===== config.mk =====
export PLATFORM = sky130hd
export DESIGN_NAME = complex_matrix_addsub_stream
export DESIGN_NICKNAME = d
export VERILOG_FILES = /design/src/rtl/complex_matrix_addsub_stream.sv
export SDC_FILE = /design/constraint.sdc
export NUM_CORES = 1
export LEC_CHECK = 0
export ABC_AREA = 1
export CAP_MARGIN = 10
export CORE_MARGIN = 10
export CORE_UTILIZATION = 50
export DETAILED_ROUTE_END_ITERATION = 8
export GPL_ROUTABILITY_DRIVEN = 0
export HOLD_SLACK_MARGIN = 0.12
export PLACE_DENSITY = 0.91
export SLEW_MARGIN = 20
export SYNTH_ARGS = -nofsm -noshare
export SYNTH_HDL_FRONTEND = slang
export SYNTH_SLANG_ARGS = --single-unit
export TNS_END_PERCENT = 30

===== constraint.sdc =====
create_clock -name clk -period 3.7 [get_ports clk]
set_input_delay 0.925 -clock clk [delete_from_list [all_inputs] [get_ports clk]]
set_output_delay 0.925 -clock clk [all_outputs]
set_load 0.05 [all_outputs]

===== src/rtl/complex_matrix_addsub_stream.sv =====
// Streaming complex matrix adder/subtractor.
// Two lock-stepped operand streams carry LANES complex elements per beat.
// Each lane computes A+B or A-B per component with optional saturation.
// A single output register stage gives one cycle of latency. Frame
// boundaries come from an internal beat counter, and the input tlast
// flags are only checked against it.
module complex_matrix_addsub_stream #(
  parameter int MAT_WIDTH    = 4,
  parameter int MAT_HEIGHT   = 4,
  parameter int ELEMENT_SIZE = 16,
  parameter int LANES        = 4,
  parameter int SATURATE     = 1
) (
  input  logic                          clk,
  input  logic                          reset_n,
  input  logic                          op_sub,
  input  logic [LANES*ELEMENT_SIZE-1:0] s_axis_a_tdata,
  input  logic                          s_axis_a_tvalid,
  input  logic                          s_axis_a_tlast,
  input  logic                          s_axis_a_tuser,
  output logic                          s_axis_a_tready,
  input  logic [LANES*ELEMENT_SIZE-1:0] s_axis_b_tdata,
  input  logic                          s_axis_b_tvalid,
  input  logic                          s_axis_b_tlast,
  input  logic                          s_axis_b_tuser,
  output logic                          s_axis_b_tready,
  output logic [LANES*ELEMENT_SIZE-1:0] m_axis_tdata,
  output logic                          m_axis_tvalid,
  output logic                          m_axis_tlast,
  output logic [1:0]                    m_axis_tuser,
  input  logic                          m_axis_tready,
  output logic                          sat_flag,
  output logic                          frame_err
);

  localparam int H     = ELEMENT_SIZE / 2;
  localparam int DW    = LANES * ELEMENT_SIZE;
  localparam int BEATS = (MAT_WIDTH * MAT_HEIGHT) / LANES;
  localparam int CNT_W = (BEATS > 1) ? $clog2(BEATS) : 1;

  // Sign-extend both components to H+1 bits so the sum/difference is exact.
  function automatic logic [H:0] addsub_comp(input logic [H-1:0] x,
                                             input logic [H-1:0] y,
                                             input logic         sub);
    logic [H:0] xe;
    logic [H:0] ye;
    xe = {x[H-1], x};
    ye = {y[H-1], y};
    return sub ? (xe - ye) : (xe + ye);
  endfunction

  // Most negative value when the exact result went below range, else most positive.
  function automatic logic [H-1:0] clamp_value(input logic negative);
    return negative ? {1'b1, {(H-1){1'b0}}} : {1'b0, {(H-1){1'b1}}};
  endfunction

  logic [CNT_W-1:0] cnt_reg;
  logic             op_latched_reg;
  logic [DW-1:0]    tdata_reg;
  logic             tvalid_reg;
  logic             tlast_reg;
  logic [1:0]       tuser_reg;
  logic             sat_reg;
  logic             frame_err_reg;

  logic             in_ready;
  logic             accept;
  logic             last_beat;
  logic             op_now;
  logic [DW-1:0]    lane_result;
  logic [LANES-1:0] lane_sat;

  // The output stage can take a new beat when it is empty or being drained;
  // never ready while reset is held.
  assign in_ready  = (~tvalid_reg | m_axis_tready) & reset_n;
  assign accept    = s_axis_a_tvalid & s_axis_b_tvalid & in_ready;
  assign last_beat = (cnt_reg == CNT_W'(BEATS - 1));
  // The first beat of a matrix uses op_sub live; later beats reuse the latched copy.
  assign op_now    = (cnt_reg == '0) ? op_sub : op_latched_reg;

  generate
    for (genvar gi = 0; gi < LANES; gi++) begin : g_lane
      localparam int LO = gi * ELEMENT_SIZE;
      logic [H:0] re_sum;
      logic [H:0] im_sum;
      logic       re_ovf;
      logic       im_ovf;

      assign re_sum = addsub_comp(s_axis_a_tdata[LO+H +: H], s_axis_b_tdata[LO+H +: H], op_now);
      assign im_sum = addsub_comp(s_axis_a_tdata[LO +: H], s_axis_b_tdata[LO +: H], op_now);

      // Overflow shows as disagreement between the guard bit and the H-bit sign.
      assign re_ovf = (SATURATE != 0) && (re_sum[H] != re_sum[H-1]);
      assign im_ovf = (SATURATE != 0) && (im_sum[H] != im_sum[H-1]);

      assign lane_result[LO+H +: H] = re_ovf ? clamp_value(re_sum[H]) : re_sum[H-1:0];
      assign lane_result[LO +: H]   = im_ovf ? clamp_value(im_sum[H]) : im_sum[H-1:0];
      assign lane_sat[gi]           = re_ovf | im_ovf;
    end
  endgenerate

  // Beat counter and per-matrix operation latch; reset drops any partial matrix.
  always_ff @(posedge clk or negedge reset_n) begin
    if (!reset_n) begin
      cnt_reg        <= '0;
      op_latched_reg <= 1'b0;
    end else if (accept) begin
      cnt_reg <= last_beat ? '0 : cnt_reg + 1'b1;
      if (cnt_reg == '0) begin
        op_latched_reg <= op_sub;
      end
    end
  end

  // Output register: load on accept, go empty on drain, otherwise hold.
  always_ff @(posedge clk or negedge reset_n) begin
    if (!reset_n) begin
      tdata_reg  <= '0;
      tvalid_reg <= 1'b0;
      tlast_reg  <= 1'b0;
      tuser_reg  <= '0;
      sat_reg    <= 1'b0;
    end else if (accept) begin
      tdata_reg  <= lane_result;
      tvalid_reg <= 1'b1;
      tlast_reg  <= last_beat;
      tuser_reg  <= {s_axis_a_tuser, s_axis_b_tuser};
      sat_reg    <= |lane_sat;
    end else if (m_axis_tready) begin
      tvalid_reg <= 1'b0;
    end
  end

  // One-cycle pulse when either input tlast disagrees with the counter position.
  always_ff @(posedge clk or negedge reset_n) begin
    if (!reset_n) begin
      frame_err_reg <= 1'b0;
    end else begin
      frame_err_reg <= accept & ((s_axis_a_tlast != last_beat) | (s_axis_b_tlast != last_beat));
    end
  end

  assign s_axis_a_tready = in_ready;
  assign s_axis_b_tready = in_ready;
  assign m_axis_tdata    = tdata_reg;
  assign m_axis_tvalid   = tvalid_reg;
  assign m_axis_tlast    = tlast_reg;
  assign m_axis_tuser    = tuser_reg;
  assign sat_flag        = sat_reg;
  assign frame_err       = frame_err_reg;

endmodule


---- Word-level counts from Yosys, hierarchy flattened ----
Cells that the tools add are included.
cells by class
  add/sub/neg operators ................... 17
  $mul .................................... 0
  divide/modulo/power cells ............... 0
  $lt $le $gt $ge ......................... 0
  eq/ne operators ......................... 11
  shift operators ......................... 0
  multiplexer cells ....................... 28
  bitwise gates (word level) .............. 11
  reductions and logical operators ........ 3
operators by type and width
  cell                                                           count
  8-bit 2-to-1 mux                                               16
  8-bit by 8-bit adder with 9-bit output                         8
  9-bit 2-to-1 mux                                               8
  8-bit by 8-bit subtractor with 9-bit output                    8
  1-bit inequality test                                          10
  1-bit bitwise OR                                               6
  1-bit AND                                                      4
  4-bit OR reduction                                             1
  1-bit 2-to-1 mux                                               3
  2-bit by 1-bit adder with 2-bit output, second input constant  1
  2-bit equality test, second input constant                     1
  2-bit zero test                                                1
  2-bit 2-to-1 mux                                               1
  2-bit nonzero test                                             1
  1-bit NOT                                                      1
storage, ports and cells
  register bits ........................... 73
  latch bits .............................. 0
  bits in writable memories ............... 0
  memory bits (read-only) ................. 0
  word-level logic and storage cells ...... 78
  memories ................................ 0

---- Logic depth before layout (Yosys ltp) ----
  depth in word-level cells ............... 6
  depth in mapped cells ................... 25

---- Worst setup path before layout ----
OpenSTA, ideal clock, no wires.
  path type ............................... input port to flip-flop
  start point ............................. input port op_sub
  end point ............................... register sat_reg, in the netlist sat_flag
  data arrival time ....................... 3.219 ns
  setup slack ............................. 0.366 ns
  cell stages on the path ................. 20
  cells stage by stage .................... nand2_1 nand2_4 buf_12 clkinv_1 buf_2 o31ai_1 xnor2_1 inv_1 ha_1 a21o_1 a21boi_1 nand3b_1 nand2_1 inv_1 nand3_1 nand2_1 nor2_1 nand3_1 nor2_1 nor2_1
between the ends
  word-level cells in the longest chain between the ends .. 5
  elaborated cells between the ends (all ways) .. 22
ends and longest elaborated chain
  item                                             line    RTL
  start, declared                                  16      input logic op_sub,
  1-bit 2-to-1 mux (*)                             --
  9-bit 2-to-1 mux                                 49      return sub ? (xe - ye) : (xe + ye);
  1-bit inequality test, on equally long branches  93, 94
  1-bit bitwise OR                                 98      assign lane_sat[gi] = re_ovf | im_ovf;
  4-bit OR reduction (*)                           128     sat_reg <= |lane_sat;
  end signal, assigned                             128
  end, declared                                    63      logic sat_reg;
Mark *: on every way between the ends. The rest lies on a longest branch, timed or not.
A chain may end at the register's enable or synchronous reset.

---- Final worst setup path ----
  start point ............................. input port s_axis_b_tdata[41]
  end point ............................... register tdata_reg[41], in the netlist m_axis_tdata[41]
between the ends
  word-level cells in the longest chain between the ends .. 4
  elaborated cells between the ends (all ways) .. 6
ends and longest elaborated chain
  item                                                                                                          line    RTL
  start, declared                                                                                               22      input logic [LANES*ELEMENT_SIZE-1:0] s_axis_b_tdata,
  8-bit by 8-bit adder with 9-bit output / 8-bit by 8-bit subtractor with 9-bit output (equally long branches)  49
  9-bit 2-to-1 mux (*)                                                                                          49
  8-bit 2-to-1 mux / 1-bit inequality test (equally long branches)                                              54, 93
  8-bit 2-to-1 mux (*)                                                                                          96      assign lane_result[LO+H +: H] = re_ovf ? clamp_value(re_sum[H]) : re_sum[H-1:0];
  end signal, assigned                                                                                          124     tdata_reg <= lane_result;
  end, declared                                                                                                 59      logic [DW-1:0] tdata_reg;
Marked as above.

==> impl_metrics.py <==
metrics = {
    "status": {
        "outcome": "finished clean",
    },
    "clock_network": {
        "cts_made_buffers": 9,
        "root_buffer": "clkbuf_16",
        "clockBufferDepth": 2,
        "htreeDepth": 3,
        "clkLatencyLatePin_ns": 0.34,
        "clock_sinks": 73,
        "postCtsHoldBufs": 0,
        "cts_setup_buffers": 0,
        "cts.reportedPaths.clkPinSlew_ns": 0.06,
        "cts_tree": "built",
    },
    "power_and_ir_drop": {
        "ir_worst_vdd_mv": 0.728,
        "powerDensity_mw_per_mm2": 993,
        "power.leakage_uw": 0.00585,
        "finalPower_uw": 11500,
    },
    "routing": {
        "drt_iter0_drc": 514,
        "wirelength_um": 27000,
        "vias_per_cell": 5.52,
        "vias": 8747,
        "wl_per_cell_um": 17.0,
        "ant_nets": 0,
        "drcViolationCount": 0,
        "drtPass1Iterations": 5,
    },
    "final_layout": {
        "drive_gt1_frac": 0.176,
        "final_cell_mix": "nand2_1 (278), clkdlybuf4s50_1 (206), inv_1 (136), buf_4 (133), nand3_1 (82)",
        "syn_to_final_growth_pct": 52.1,
        "fin_area_sq_mm": 0.0115,
        "fin_nets": 1616,
        "largest_reg_flops": 64,
        "antenna_cells": 0,
        "final_common_cell": "nand2_1",
        "fillers": 940,
    },
    "yosys": {
        "synth_edf_count": 0,
        "postSynthCellCount": 1057,
        "ys_warn_count": 0,
        "synth_area_sq_mm": 0.00759,
        "ys_seq_area_frac": 0.241,
        "synth_area_per_cell_sq_um": 7.18,
        "synth_cell_types": 45,
        "syn_nets": 1277,
        "synthFlopType": "dfrtp_1",
        "synthArstFlopShare": 1.00,
        "synth_seq_cells": 73,
    },
    "sta": {
        "fmax_mhz": 278,
        "skew_ns": 0.00584,
        "relSlewSlack": 0.473,
        "hold_viol_final": 0,
        "holdWs_ns": 0.452,
        "final.setup.worst_slack_ns": 0.101,
        "period_share": 0.973,
        "finalSetupViolations": 0,
        "min_period_ns": 3.60,
        "tightest_slew_ns": 0.790,
        "maxSlewViolCount": 0,
    },
    "critical_path": {
        "max_stage_delay_ns": 0.53,
        "worstSetupEndpointType": "flop",
        "worst-endpoint-arrival_ns": 3.80,
        "timing.rr.start": "cnt_reg[0]$_DFFE_PN0P_",
        "r2r_end": "m_axis_tdata[41]$_DFFE_PN0P_",
        "critPathLaunchType": "primary input",
        "path_delay_family": "buffers and inverters",
        "required_ns": 3.90,
        "crit_fanout": 7,
        "crit_type": "primary input to flop",
        "cp.depth": 20,
        "reg2reg_depth": 21,
        "cp_slowest_cell": "clkdlybuf4s50_1",
        "crit_buf_inv": 5,
        "path_cells": "clkdlybuf4s50_1, inv_1, ha_1, nand2_1, nor2_2, nor2_1, xor2_1, inv_1, ha_4, buf_4, nand2_1, nor2_1, nand2_1, nand2_1, nand2_1, nand2_1, nand3_4, buf_4, a21boi_0, o21ai_0",
        "cp_common_cell": "nand2_1",
        "r2r_slack_ns": 0.61,
    },
    "floorplan": {
        "io_pins": 210,
        "start_util": 0.517,
        "core_area_sq_mm": 0.0147,
        "fp-row-count": 44,
        "dieArea_sq_mm": 0.0205,
        "die_w_um": 143,
        "dieHeight_um": 143,
    },
    "hold_path": {
        "holdCritPathClass": "primary input to async pin",
    },
    "grt": {
        "grt_pass1_vias": 9051,
        "grt_max_degree": 60,
        "grt-ovfl-total": 0,
        "grt_first_pass_wirelength_um": 41800,
        "antenna_found_initial": 0,
        "grt_usage": 0.248,
    },
    "place": {
        "dp_slack_ns": -0.218,
        "dpl-instance-area_sq_mm": 0.0109,
        "dp_hpwl_um": 20800,
        "io_buffer_count": 209,
    },
    "run": {
        "max_cap_viol_count": 0,
    },
}
## cell families (layout without fill, tap and decap cells)
logic type,Yosys count,count (layout),share of synthesized area
flops,73,73,0.241
xor+xnor,87,87,0.100
compound gates,164,164,0.143
fa+ha+maj,82,82,0.143
buf+inv,161,505,0.0834
simple gates,490,490,0.290
## power breakdown
part / internal [uW] / switching, uW
Combinational: 3780 / 5150
Sequential: 1160 / 252
Clock: 750 / 371
Total: 5690 / 5770
## stage by stage
step	instances	util	setup TNS [ns]
floorplan	1057	-	0
CTS	1585	0.769	0
global placement	1569	0.743	-2.29
detailed placement	1569	0.743	-7.06
finish	1585	0.786	0
global route	1585	0.786	-0.301
## how the worst max path moves through the flow
stage | end | slack [ns] | from
after floorplan | sat_flag$_DFFE_PN0P_ | 0.37 | op_sub
after global routing | m_axis_tdata[41]$_DFFE_PN0P_ | -0.1 | s_axis_b_tdata[41]
final | m_axis_tdata[41]$_DFFE_PN0P_ | 0.10 | s_axis_b_tdata[41]
after global placement | m_axis_tdata[54]$_DFFE_PN0P_ | -0.17 | op_sub
after detailed placement | m_axis_tdata[14]$_DFFE_PN0P_ | -0.22 | op_sub
after CTS | m_axis_tdata[14]$_DFFE_PN0P_ | 0.03 | op_sub
## synthesized netlist by cell type, types with 2 or more instances
library cell | count | area, sq um
nand2_1 | 283 | 1060
inv_1 | 138 | 518
nand3_1 | 83 | 415
ha_1 | 74 | 926
dfrtp_1 | 73 | 1830
nor2_1 | 58 | 218
xor2_1 | 57 | 499
a21oi_1 | 45 | 225
a2bb2oi_1 | 44 | 385
o21ai_0 | 33 | 165
xnor2_1 | 30 | 263
nand2_2 | 16 | 100
nor3_1 | 11 | 55.1
a31oi_1 | 9 | 56.3
clkbuf_1 | 9 | 33.8
nand3_2 | 9 | 90.1
o31ai_1 | 9 | 67.6
fa_1 | 8 | 160
nand2_4 | 8 | 90.1
buf_2 | 7 | 35.0
a21boi_0 | 6 | 45.0
nand4_1 | 6 | 37.5
a21o_1 | 5 | 37.5
a21boi_1 | 4 | 30.0
nand3b_1 | 4 | 30.0
inv_2 | 3 | 11.3
nand2b_1 | 2 | 12.5
nand3_4 | 2 | 35.0
nor2_2 | 2 | 12.5
nor4_1 | 2 | 12.5
o21a_1 | 2 | 15.0
or2_2 | 2 | 12.5
## metal layers
layer,part of all wire,global-route usage
met3,0.079,0.0471
met2,0.51,0.448
met1,0.38,0.271
met5,0,0
met4,0.036,0.124
## layout make-up
type                       instances  area, sq um  share of cell area
multi-input combinational        823         5370               0.465
timing repair buffer             347         3210               0.278
sequential                        73         1830               0.158
inverter                         142          538              0.0466
clock buffer                      10          239              0.0207
tap                              184          230              0.0199
clock inverter                     6          138              0.0119
## timing repair
action,in CTS,in global routing
setup endpoints to repair,1,49
pin swaps,0,5
resized for setup,1,54
No activity file was read; power rests on OpenSTA's default activity.
